`src/rtl/serial_adder_pkg.sv`:
```
// serial_adder_pkg: shared FSM encoding and WIDTH legality limits for the serial adder
package serial_adder_pkg;
  typedef enum logic [1:0] {ST_IDLE = 2'd0, ST_RUN = 2'd1, ST_DONE = 2'd2} state_t;
  localparam int WIDTH_MIN = 2;
  localparam int WIDTH_MAX = 32;
  function automatic bit width_ok(int w);
    return w >= WIDTH_MIN && w <= WIDTH_MAX;
  endfunction
endpackage

```
`src/rtl/serial_adder_if.sv`:
```
// serial_adder_if: request/result bundle between the operand source and the serial adder
interface serial_adder_if #(parameter int WIDTH = 8);
  logic start, c_in, sub, busy, done, c_out, ovf;
  logic [WIDTH-1:0] a_in, b_in, sum;
  modport master(output start, a_in, b_in, c_in, sub, input busy, done, sum, c_out, ovf);
  modport slave(input start, a_in, b_in, c_in, sub, output busy, done, sum, c_out, ovf);
endinterface

```
`src/rtl/serial_adder_fa_cell.sv`:
```
// fa_cell: combinational 1-bit full adder
module fa_cell (
  input  logic a_i,
  input  logic b_i,
  input  logic ci_i,
  output logic s_o,
  output logic co_o
);
  assign s_o  = a_i ^ b_i ^ ci_i;
  assign co_o = (a_i & b_i) | (ci_i & (a_i ^ b_i));
endmodule

```
`src/rtl/serial_adder.sv`:
```
// serial_adder: bit-serial LSB-first adder/subtractor with registered carry and done pulse
module serial_adder import serial_adder_pkg::*; #(
  parameter int WIDTH = 8
) (
  input logic clk,
  input logic rst,
  serial_adder_if.slave io
);
  localparam int CW = $clog2(WIDTH);
  if (!width_ok(WIDTH)) begin : g_bad_width
    $error("serial_adder: WIDTH out of range");
  end
  state_t state_q, state_d;
  logic [WIDTH-1:0] a_q, a_d, b_q, b_d, res_q, res_d, sum_q, sum_d;
  logic [CW-1:0] cnt_q, cnt_d;
  logic cy_q, cy_d, co_q, co_d, ovf_q, ovf_d, s, co;
  fa_cell u_fa (.a_i(a_q[0]), .b_i(b_q[0]), .ci_i(cy_q), .s_o(s), .co_o(co));
  always_ff @(posedge clk or posedge rst) begin
    if (rst) begin
      state_q <= ST_IDLE;
      a_q     <= '0;
      b_q     <= '0;
      res_q   <= '0;
      sum_q   <= '0;
      cnt_q   <= '0;
      cy_q    <= 1'b0;
      co_q    <= 1'b0;
      ovf_q   <= 1'b0;
    end else begin
      state_q <= state_d;
      a_q     <= a_d;
      b_q     <= b_d;
      res_q   <= res_d;
      sum_q   <= sum_d;
      cnt_q   <= cnt_d;
      cy_q    <= cy_d;
      co_q    <= co_d;
      ovf_q   <= ovf_d;
    end
  end
  always_comb begin
    state_d = state_q;
    a_d     = a_q;
    b_d     = b_q;
    res_d   = res_q;
    sum_d   = sum_q;
    cnt_d   = cnt_q;
    cy_d    = cy_q;
    co_d    = co_q;
    ovf_d   = ovf_q;
    case (state_q)
      ST_IDLE: if (io.start) begin
        a_d     = io.a_in;
        b_d     = io.sub ? ~io.b_in : io.b_in;
        cy_d    = io.sub ^ io.c_in;
        cnt_d   = '0;
        state_d = ST_RUN;
      end
      ST_RUN: begin
        a_d   = a_q >> 1;
        b_d   = b_q >> 1;
        res_d = WIDTH'({s, res_q} >> 1);
        cy_d  = co;
        cnt_d = cnt_q + CW'(1);
        // cy_q here is the carry entering the MSB, so ovf compares it with the carry leaving it
        if (cnt_q == CW'(WIDTH - 1)) begin
          sum_d   = res_d;
          co_d    = co;
          ovf_d   = cy_q ^ co;
          state_d = ST_DONE;
        end
      end
      default: state_d = ST_IDLE;
    endcase
  end
  assign io.busy  = state_q == ST_RUN;
  assign io.done  = state_q == ST_DONE;
  assign io.sum   = sum_q;
  assign io.c_out = co_q;
  assign io.ovf   = ovf_q;
endmodule

```
`src/flat_wrapper.sv`:
```
// flat-port wrapper written by rule: the top's interface ports become plain ports
module serial_adder_flat import serial_adder_pkg::*;
#(
  parameter int WIDTH = 8
)
  (clk, rst, io_start, io_a_in, io_b_in, io_c_in, io_sub, io_busy, io_done, io_sum, io_c_out, io_ovf);
  serial_adder_if #(.WIDTH(WIDTH)) io_i ();
  input logic clk;
  input logic rst;
  input wire logic [$bits(io_i.start)-1:0] io_start;
  input wire logic [$bits(io_i.a_in)-1:0] io_a_in;
  input wire logic [$bits(io_i.b_in)-1:0] io_b_in;
  input wire logic [$bits(io_i.c_in)-1:0] io_c_in;
  input wire logic [$bits(io_i.sub)-1:0] io_sub;
  output wire logic [$bits(io_i.busy)-1:0] io_busy;
  output wire logic [$bits(io_i.done)-1:0] io_done;
  output wire logic [$bits(io_i.sum)-1:0] io_sum;
  output wire logic [$bits(io_i.c_out)-1:0] io_c_out;
  output wire logic [$bits(io_i.ovf)-1:0] io_ovf;
  assign io_i.start = io_start;
  assign io_i.a_in = io_a_in;
  assign io_i.b_in = io_b_in;
  assign io_i.c_in = io_c_in;
  assign io_i.sub = io_sub;
  assign io_busy = io_i.busy;
  assign io_done = io_i.done;
  assign io_sum = io_i.sum;
  assign io_c_out = io_i.c_out;
  assign io_ovf = io_i.ovf;
  serial_adder #(.WIDTH(WIDTH)) u_core (.clk(clk), .rst(rst), .io(io_i));
endmodule
```
`config.mk`:
```
export PLATFORM = sky130hd
export DESIGN_NAME = serial_adder_flat
export DESIGN_NICKNAME = d
export VERILOG_FILES = /design/src/rtl/serial_adder_pkg.sv /design/src/rtl/serial_adder_if.sv /design/src/rtl/serial_adder_fa_cell.sv /design/src/rtl/serial_adder.sv /design/src/flat_wrapper.sv
export SDC_FILE = /design/constraint.sdc
export NUM_CORES = 1
export LEC_CHECK = 0
export BUFFER_PORTS_ARGS = -buffer_cell sky130_fd_sc_hd__buf_2
export CELL_PAD_IN_SITES_DETAIL_PLACEMENT = 0
export CELL_PAD_IN_SITES_GLOBAL_PLACEMENT = 1
export CORE_MARGIN = 2
export CORE_UTILIZATION = 25
export CTS_CLUSTER_SIZE = 20
export DETAILED_ROUTE_END_ITERATION = 6
export PLACE_DENSITY_LB_ADDON = 0.3
export SLEW_MARGIN = 15
export SYNTH_ARGS = -nofsm -noshare
export SYNTH_HDL_FRONTEND = slang
export SYNTH_SLANG_ARGS = --single-unit
```
`constraint.sdc`:
```
create_clock -name clk -period 2.4 [get_ports clk]
set_clock_uncertainty 0.15 [all_clocks]
set_input_delay 0.24 -clock clk [delete_from_list [all_inputs] [get_ports clk]]
set_output_delay 0.24 -clock clk [all_outputs]
set_load 0.005 [all_outputs]
```
==> results, run 1 <==
- The first global-routing pass estimated approximately 6 mm of wire.
- For the worst setup path, the data required time is 2010 ps.
- The later pin in the worst-skew pair is clocked with a latency of between 200 and 300 ps.
- The die is ~89 um tall.
- The headroom to the max-slew limit is between 40 and 50%.
- The internal power consumption is 1.561 mW.
- The total number of nets in the final design is 208.
- The global routing met1 resource utilization is 14.64%.
- The total number of H-tree levels is 2.
- Global routing finished with a remaining overflow of 0.
- The nature of the critical path endpoint is an output pin.
- During I/O placement, the number of pins put on the boundary was 33.
- In the synthesized netlist the async set-or-reset flop fraction comes to 100.0%.
- The share of the Yosys chip area taken by registers is 54.05%.
- Traced cell by cell, the critical path runs through and2b_1, buf_2.
- The largest incremental delay on the critical path is 740 ps.
- The number of global-route vias before repair was 1245.
- The detailed router finished its first iteration with 59 violations.
- Compared with the post-synthesis result, the final layout area differs by 19.33%.
- The total wirelength of the detailed-routed design is around 3.6 mm.
- The initial antenna violation count came to 0.
- The number of port buffers is 32.
- The met3 usage is 2.678%.
- In the synthesized netlist, the number of instances is 151.
- The antenna diode count is 0.
- The post-cts resize count is 0.
- The max capacitance violation total is 0.
- The flow ran to the end, and the final reports show no timing, DRC or antenna violations.
- In the routed design, unresolved DRC markers number 0.
- The floorplan has 30 rows.
- The switching part of the total power is between 30% and 40%.
- The pre-antenna-repair detailed-routing pass consisted of 4 iterations.
- Summing every instance area after synthesis gives 1805 sq um.
- In the post-synthesis netlist, the biggest area contributors are sky130_fd_sc_hd__dfrtp_1, sky130_fd_sc_hd__mux2_1, sky130_fd_sc_hd__a221o_1.
- The total count of max-transition violations in the final report is 0.
- The average vias per placed instance is 4.363.
- The clock tree from TritonCTS is yes.
- The worst path uses 84.93% of the clock period.
- The tree built by TritonCTS fans out to 39 sinks.
- The average wire per standard cell is 12.75 um.
- The register bit total from synthesis is 39.
- The worst register-to-register path begins at u_core.cnt_q[0]$_DFFE_PP0P_.
- The final number of setup-violating endpoints is 0.
- The predominant post-synthesis flop cell is sky130_fd_sc_hd__dfrtp_1.
- Across the VDD grid, the largest voltage drop is 0.2907 mV.
- The post-layout total power is 2.366 mW.
- The congestion estimate from routability-driven global placement came to ~0.71.
- After clock tree synthesis, the clock-pin slew on the worst setup and hold paths is 80 ps.
- The clock network burns 18.5% of the power.
- The number of clock buffers added by TritonCTS is 5.
- Buffers added to address setup during post-CTS repair amount to 0.
- In this run the worst path has a maximum fanout of 22.
- The global-route met2 utilization is 13.70%.
- Counting cells, the worst reg-to-reg path comes to 4.
- The worst hold path passes through 3 cells.
- The aggregate negative setup slack is 0 ps.
- Combinational logic burns 34.6% of the power.
- At the worst endpoint, the arrival time is approximately 1700 ps.
- The worst hold path begins at io_a_in[2].
- Detailed placement ended at an HPWL of 2.384 mm.
- The slew at the pin closest to its max-slew limit is 828.8 ps.
- The number of fill cells is 742.
- Setup repair after global routing left no endpoint under its margin.
- The effective utilization at floorplan is 26.14%.
- The mean post-synth cell area is 11.96 sq um.
- Counting along the longest clock path gives a buffer depth of 2.
- The post-synthesis cell type with the largest combined area is sky130_fd_sc_hd__dfrtp_1.
- The number of flops mapped to enable cells by yosys is 0.
- The count of nets left with antenna violations once routing finished came out at 0.
- Synthesis instantiated 23 different standard cells from the library.
- STA classifies the critical path startpoint as a flop.
- Tracing the worst setup path back leads to its startpoint at u_core.state_q[1]$_DFFE_PP0P_.
- The minimum clock period is 2038 ps.
- The share of Yosys cell area claimed by the top area cell type is 54.05%.
- The count of endpoints failing hold in the final timing report is 0.
- The static leakage is 0.9753 nW.
- The maximum number of pins on one net before global-route repair is 40.
- The number of nets in the synthesized netlist is approximately 180.
- The slowest stage of the critical path belongs to the cell sky130_fd_sc_hd__and2b_1.
- The fraction of layout cells with a size suffix above 1 is 23.24%.
- The achievable frequency is 490.6 MHz.
- The overall die width is a little under 90 um.
- The global routing stage identified its most utilized layer as met1.
- CTS placed an instance of sky130_fd_sc_hd__clkbuf_8 at the clock tree root.
- The worst hold path belongs to the class input pin to flop.
- The total number of vias is 1226.
- Per report_power, the sequential group accounts for 47.0% of the total.
- The net switching power of the design is 0.8059 mW.
- The area enclosed by the die boundary is 7917 sq um.
- The core region is 6907 sq um.
- The type of the setup path with the least slack is flop to output pin.
- For this design the ratio of total power to cell area is around 1100 nW/um^2.
- The overall global routing resource usage is 9.827%.
- For this run, the number of Yosys warnings is 0.
==> synthesized netlist by cell type, drive strengths merged (4+ instances only) <==
cell / number
nand2: 7
a21oi: 6
o21ai: 10
mux2: 17
nor2b: 5
inv: 11
a22oi: 7
dfrtp: 39
a221o: 8
xnor2: 9
o32ai: 8
and2b: 4
buf: 9
==> area by class of cell <==
type	count	area (sq um)	area share, %
repair buffers	36	192.7	8.943
clock buffers	6	72.57	3.368
inverters	11	41.29	1.916
multi-input cells	91	739.5	34.32
flip-flops and latches	39	975.9	45.30
clock inverters	2	12.51	0.5807
well taps	96	120.1	5.575
==> per-stage QoR <==
stage / hold WS, ps / utilization (%) / setup WS (ps) / cells / instance area [sq um]
after floorplan: 264.6 / - / 726.1 / 151 / 1805
after global placement: 254.1 / 29.82 / 551.3 / 272 / 2059
after detailed placement: 251.3 / 29.82 / 495.6 / 272 / 2059
after CTS: 58.28 / 31.20 / 330.0 / 281 / 2155
after global routing: 83.79 / 31.20 / 260.1 / 281 / 2155
final: 65.15 / 31.20 / 361.8 / 281 / 2155
==> sequential cells by signal, summed over array words and instances (netlist names) <==
register,cells
u_core.io.ovf,1
u_core.state_q,2
u_core.res_q,7
u_core.io.sum,8
u_core.cy_q,1
u_core.b_q,8
u_core.a_q,8
u_core.cnt_q,3
u_core.io.c_out,1
==> kinds of logic after synthesis <==
kind of cell    count (synthesis)  synth area share, %
compound gates                 42                17.05
xor+xnor                       10                4.851
fa+ha+maj                       3                2.495
buf+inv                        21                4.989
flops                          39                54.05
mux                            17                10.60
simple gates                   19                5.960
==> worst max-delay path, delay by kind of cell (launching register included) <==
family / cells / cell delay [ps]
buf+inv: 1 / 240
simple gates: 1 / 740
flops: 1 / 380
==> repair_timing <==
action,CTS,global route
hold endpoints to repair,39,0
endpoints found under the setup margin,0,0
hold buffers,1,0
==> power groups by stage <==
stage               registers, mW  clock network, mW  logic (mW)
finish                       1.11              0.437       0.818
global route                 1.16              0.480       0.933
CTS                          1.12              0.455       0.838
detailed placement           1.13                  0       0.835
global placement             1.13                  0       0.830
floorplan                    1.10                  0       0.613
==> worst paths after layout <==
check / slack [ps] / to
setup reg to reg: 530 / u_core.io.sum[3]$_DFFE_PP0P_
setup / recovery: 360 / io_busy
max in group asynchronous: 1290 / u_core.b_q[4]$_DFFE_PP0P_
min in group asynchronous: 460 / u_core.io.sum[4]$_DFFE_PP0P_
hold reg to reg: 330 / u_core.io.sum[1]$_DFFE_PP0P_
hold / removal: 70 / u_core.a_q[2]$_DFFE_PP0P_
==> cell usage in the layout, fill, tap and decap left out, drive strengths merged, types with 2 or more instances in the layout <==
cell type	count
mux2	17
a22o	2
xnor2	9
a22oi	7
inv	11
nand2	7
nor2b	5
o32ai	8
and2b	4
a221o	8
ha	2
buf	35
o21ai	10
clkbuf	6
a21oi	6
dfrtp	39
==> layer usage <==
layer | share of wire, % | wire length [um]
met5 | 0 | 0
met4 | 0.87 | 31
met3 | 3.7 | 134
met2 | 42 | 1522
met1 | 53 | 1894
Note: power is estimated with default switching activity, not from simulation.
==> run 2, diff against run 1 <==
==> constraint.sdc (replaced) <==
create_clock -name clk -period 1.88 [get_ports clk]
set_clock_uncertainty 0.15 [all_clocks]
set_input_delay 0.188 -clock clk [delete_from_list [all_inputs] [get_ports clk]]
set_output_delay 0.188 -clock clk [all_outputs]
set_load 0.005 [all_outputs]
==> results, run 2 (synthesis gave the netlist of run 1 again) <==
- The data arrival at the endpoint of the critical path is 1400 ps (-250 ps).
- The average vias per placed instance is 4.401 (+0.86%).
- STA classifies the critical path startpoint as a flop.
- The tightest min-delay check is of the input pin to flop type.
- The half-perimeter wire length after placement is 2.488 mm (+4.3%).
- The total wirelength of the detailed-routed design is 3.629 mm (+1.3%).
- Setup repair after global routing left no endpoint under its margin.
- The number of port buffers was 32 (unchanged).
- The number of DRC markers after the initial detailed-route iteration is 53 (-10%).
- The placer congestion estimate was 0.6644 (-6.6%).
- The wire length of the first global-routing pass is 6.141 mm (+1.0%).
- The register clock-pin slew on the reported worst setup and hold paths came to 80 ps (about the same).
- The max capacitance violation total is 0 (unchanged).
- The number of global-route vias before repair is 1221 (-1.9%).
- The most common cell after layout, fill and taps aside is sky130_fd_sc_hd__dfrtp_1.
- The worst setup path is of the flop to output pin kind.
- The number of placement rows is 30 (unchanged).
- The post-synthesis to final-layout area growth is 21.90%.
- The worst ir drop on vdd is 0.4275 mV (+47%).
- The y dimension of the die is 88.98 um (unchanged).
- The clock sink count is 39 (unchanged).
- The total number of nets in the final design is 214 (+2.9%).
- The final number of setup-violating endpoints is 0 (unchanged).
- The count of nets left with antenna violations after detail routing is 0 (unchanged).
- The post-route DRC violation count was 0 (unchanged).
- The data required time at the worst endpoint is 1540 ps (-470 ps).
- The depth of the worst hold-timing path is 3 (unchanged).
- The slew at the pin closest to its max-slew limit came to 538.7 ps (-290.1 ps).
- The total number of vias came to 1263 (+3.0%).
- TritonCTS built the clock tree.
- The initial antenna violation count is 0 (unchanged).
- The total number of H-tree levels is 2 (unchanged).
- The number of top-level pins is 33 (unchanged).
- The static leakage came to 1.001 nW (+2.7%).
- The minimum clock period is 1735 ps.
- The flow ran to the end, and the final reports show no timing, DRC or antenna violations.
- The fraction of layout cells with a size suffix above 1 came to 26.18% (+2.9 points).
- The core area is 6907 sq um (unchanged).
- The maximum fanout count along the critical path came to 12 (-45%).
- The nature of the critical path endpoint is an output pin.
- The average wire per standard cell is 12.64 um (-0.83%).
- The overall die width is 88.98 um (unchanged).
- The total power density per cell area was 1403 nW/um^2 (+28%).
- The buffer levels on the longest clock path is 2 (unchanged).
- The aggregate negative setup slack is 0 ps (unchanged).
- The overall global routing resource usage is 10.26% (+0.43 points).
- The maximum number of pins on one net before global-route repair is 40 (unchanged).
- The effective utilization at floorplan is 26.14% (unchanged).
- The area enclosed by the die boundary is 7917 sq um (unchanged).
- The root buffer cell chosen for the clock tree is sky130_fd_sc_hd__clkbuf_8.
- The antenna diode count is 0 (unchanged).
- The clock insertion delay at the later pin of the skew report is 290 ps (about the same).
- Leaving out fill and tap cells, the most frequent cells in the layout are sky130_fd_sc_hd__dfrtp_1, sky130_fd_sc_hd__buf_2, sky130_fd_sc_hd__mux2_1.
- The buffer count from post-CTS setup fixing is 0 (unchanged).
- The cell depth of the worst flop-to-flop path is 5 (+1).
- The final clock period utilization by the worst path is 92.29%.
- The iteration count of the initial detailed-routing pass is 4 (unchanged).
- The count of endpoints failing hold in the final timing report is 0 (unchanged).
- The headroom to the max-slew limit is 64.01% (+19 points).
- The residual overflow from global routing is 0 (unchanged).
- The total count of max-transition violations in the final report is 0 (unchanged).
- Static timing analysis puts the maximum clock frequency at 576.3 MHz.
- The fraction of the core area covered by cells at the end of the flow is 31.87% (+0.67 points).
- The TritonCTS buffer count came to 5 (unchanged).
## run 2: cell count changes in the layout (fill, tap and decap cells not counted)
cell / delta
sky130_fd_sc_hd__buf_4: +6
sky130_fd_sc_hd__dfrtp_1: -1
sky130_fd_sc_hd__dfrtp_2: +1
## run 2: layout make-up
type	count	area (sq um)
Clock inverter	2	12.51
Timing Repair Buffer	42	237.7
Fill cell	761	4706
Multi-Input combinational cell	91	739.5
Inverter	11	41.29
Clock buffer	6	72.57
Tap cell	96	120.1
Sequential cell	39	977.2
## run 2: power by group
part	internal, mW	total [mW]	switching (mW)
logic	0.587	1.09	0.505
registers	1.20	1.44	0.244
clock network	0.259	0.554	0.294
## run 2: final timing paths
check	start	end	slack (ps)
max	u_core.state_q[1]$_DFFE_PP0P_	io_done	140
min	io_a_in[2]	u_core.a_q[2]$_DFFE_PP0P_	20
max reg2reg	u_core.cnt_q[0]$_DFFE_PP0P_	u_core.io.sum[4]$_DFFE_PP0P_	240
min reg2reg	u_core.io.ovf$_DFFE_PP0P_	u_core.io.ovf$_DFFE_PP0P_	330
max in group asynchronous	rst	u_core.state_q[1]$_DFFE_PP0P_	800
min in group asynchronous	rst	u_core.res_q[5]$_DFFE_PP0N_	400
## run 2: per-stage QoR
step	hold WS, ps	cells	setup slack, ps	total power [mW]	area, sq um
4_1_cts	9.460	287	9.494	3.146	2200
2_1_floorplan	212.6	151	206.1	2.180	1805
5_1_grt	22.42	287	27.92	3.384	2201
3_3_place_gp	198.0	278	257.0	2.555	2105
3_5_place_dp	196.7	278	229.1	2.574	2105
6_report	16.44	287	144.9	3.088	2201
## run 2: layer usage
layer  routed length, um  global-route usage (%)  vias to the layer above
met4                  55                   4.071                        0
met2                1501                   13.36                       24
met1                1916                   15.42                      616
met5                   0                       0                        -
li1                    -                       -                      618
met3                 154                   3.416                        5
## run 2: repair_timing
item / in CTS / in global routing
endpoints found under the hold margin: 39 / 0
endpoints found under the setup margin: 0 / 2
hold buffers: 1 / 0
resized for setup: 0 / 1
## run 2: critical path: stages, from the launching register on
cell and delay [ps]:
sky130_fd_sc_hd__dfrtp_2 510, sky130_fd_sc_hd__buf_4 190, sky130_fd_sc_hd__buf_4 160, sky130_fd_sc_hd__nor2b_1 130, sky130_fd_sc_hd__buf_2 120
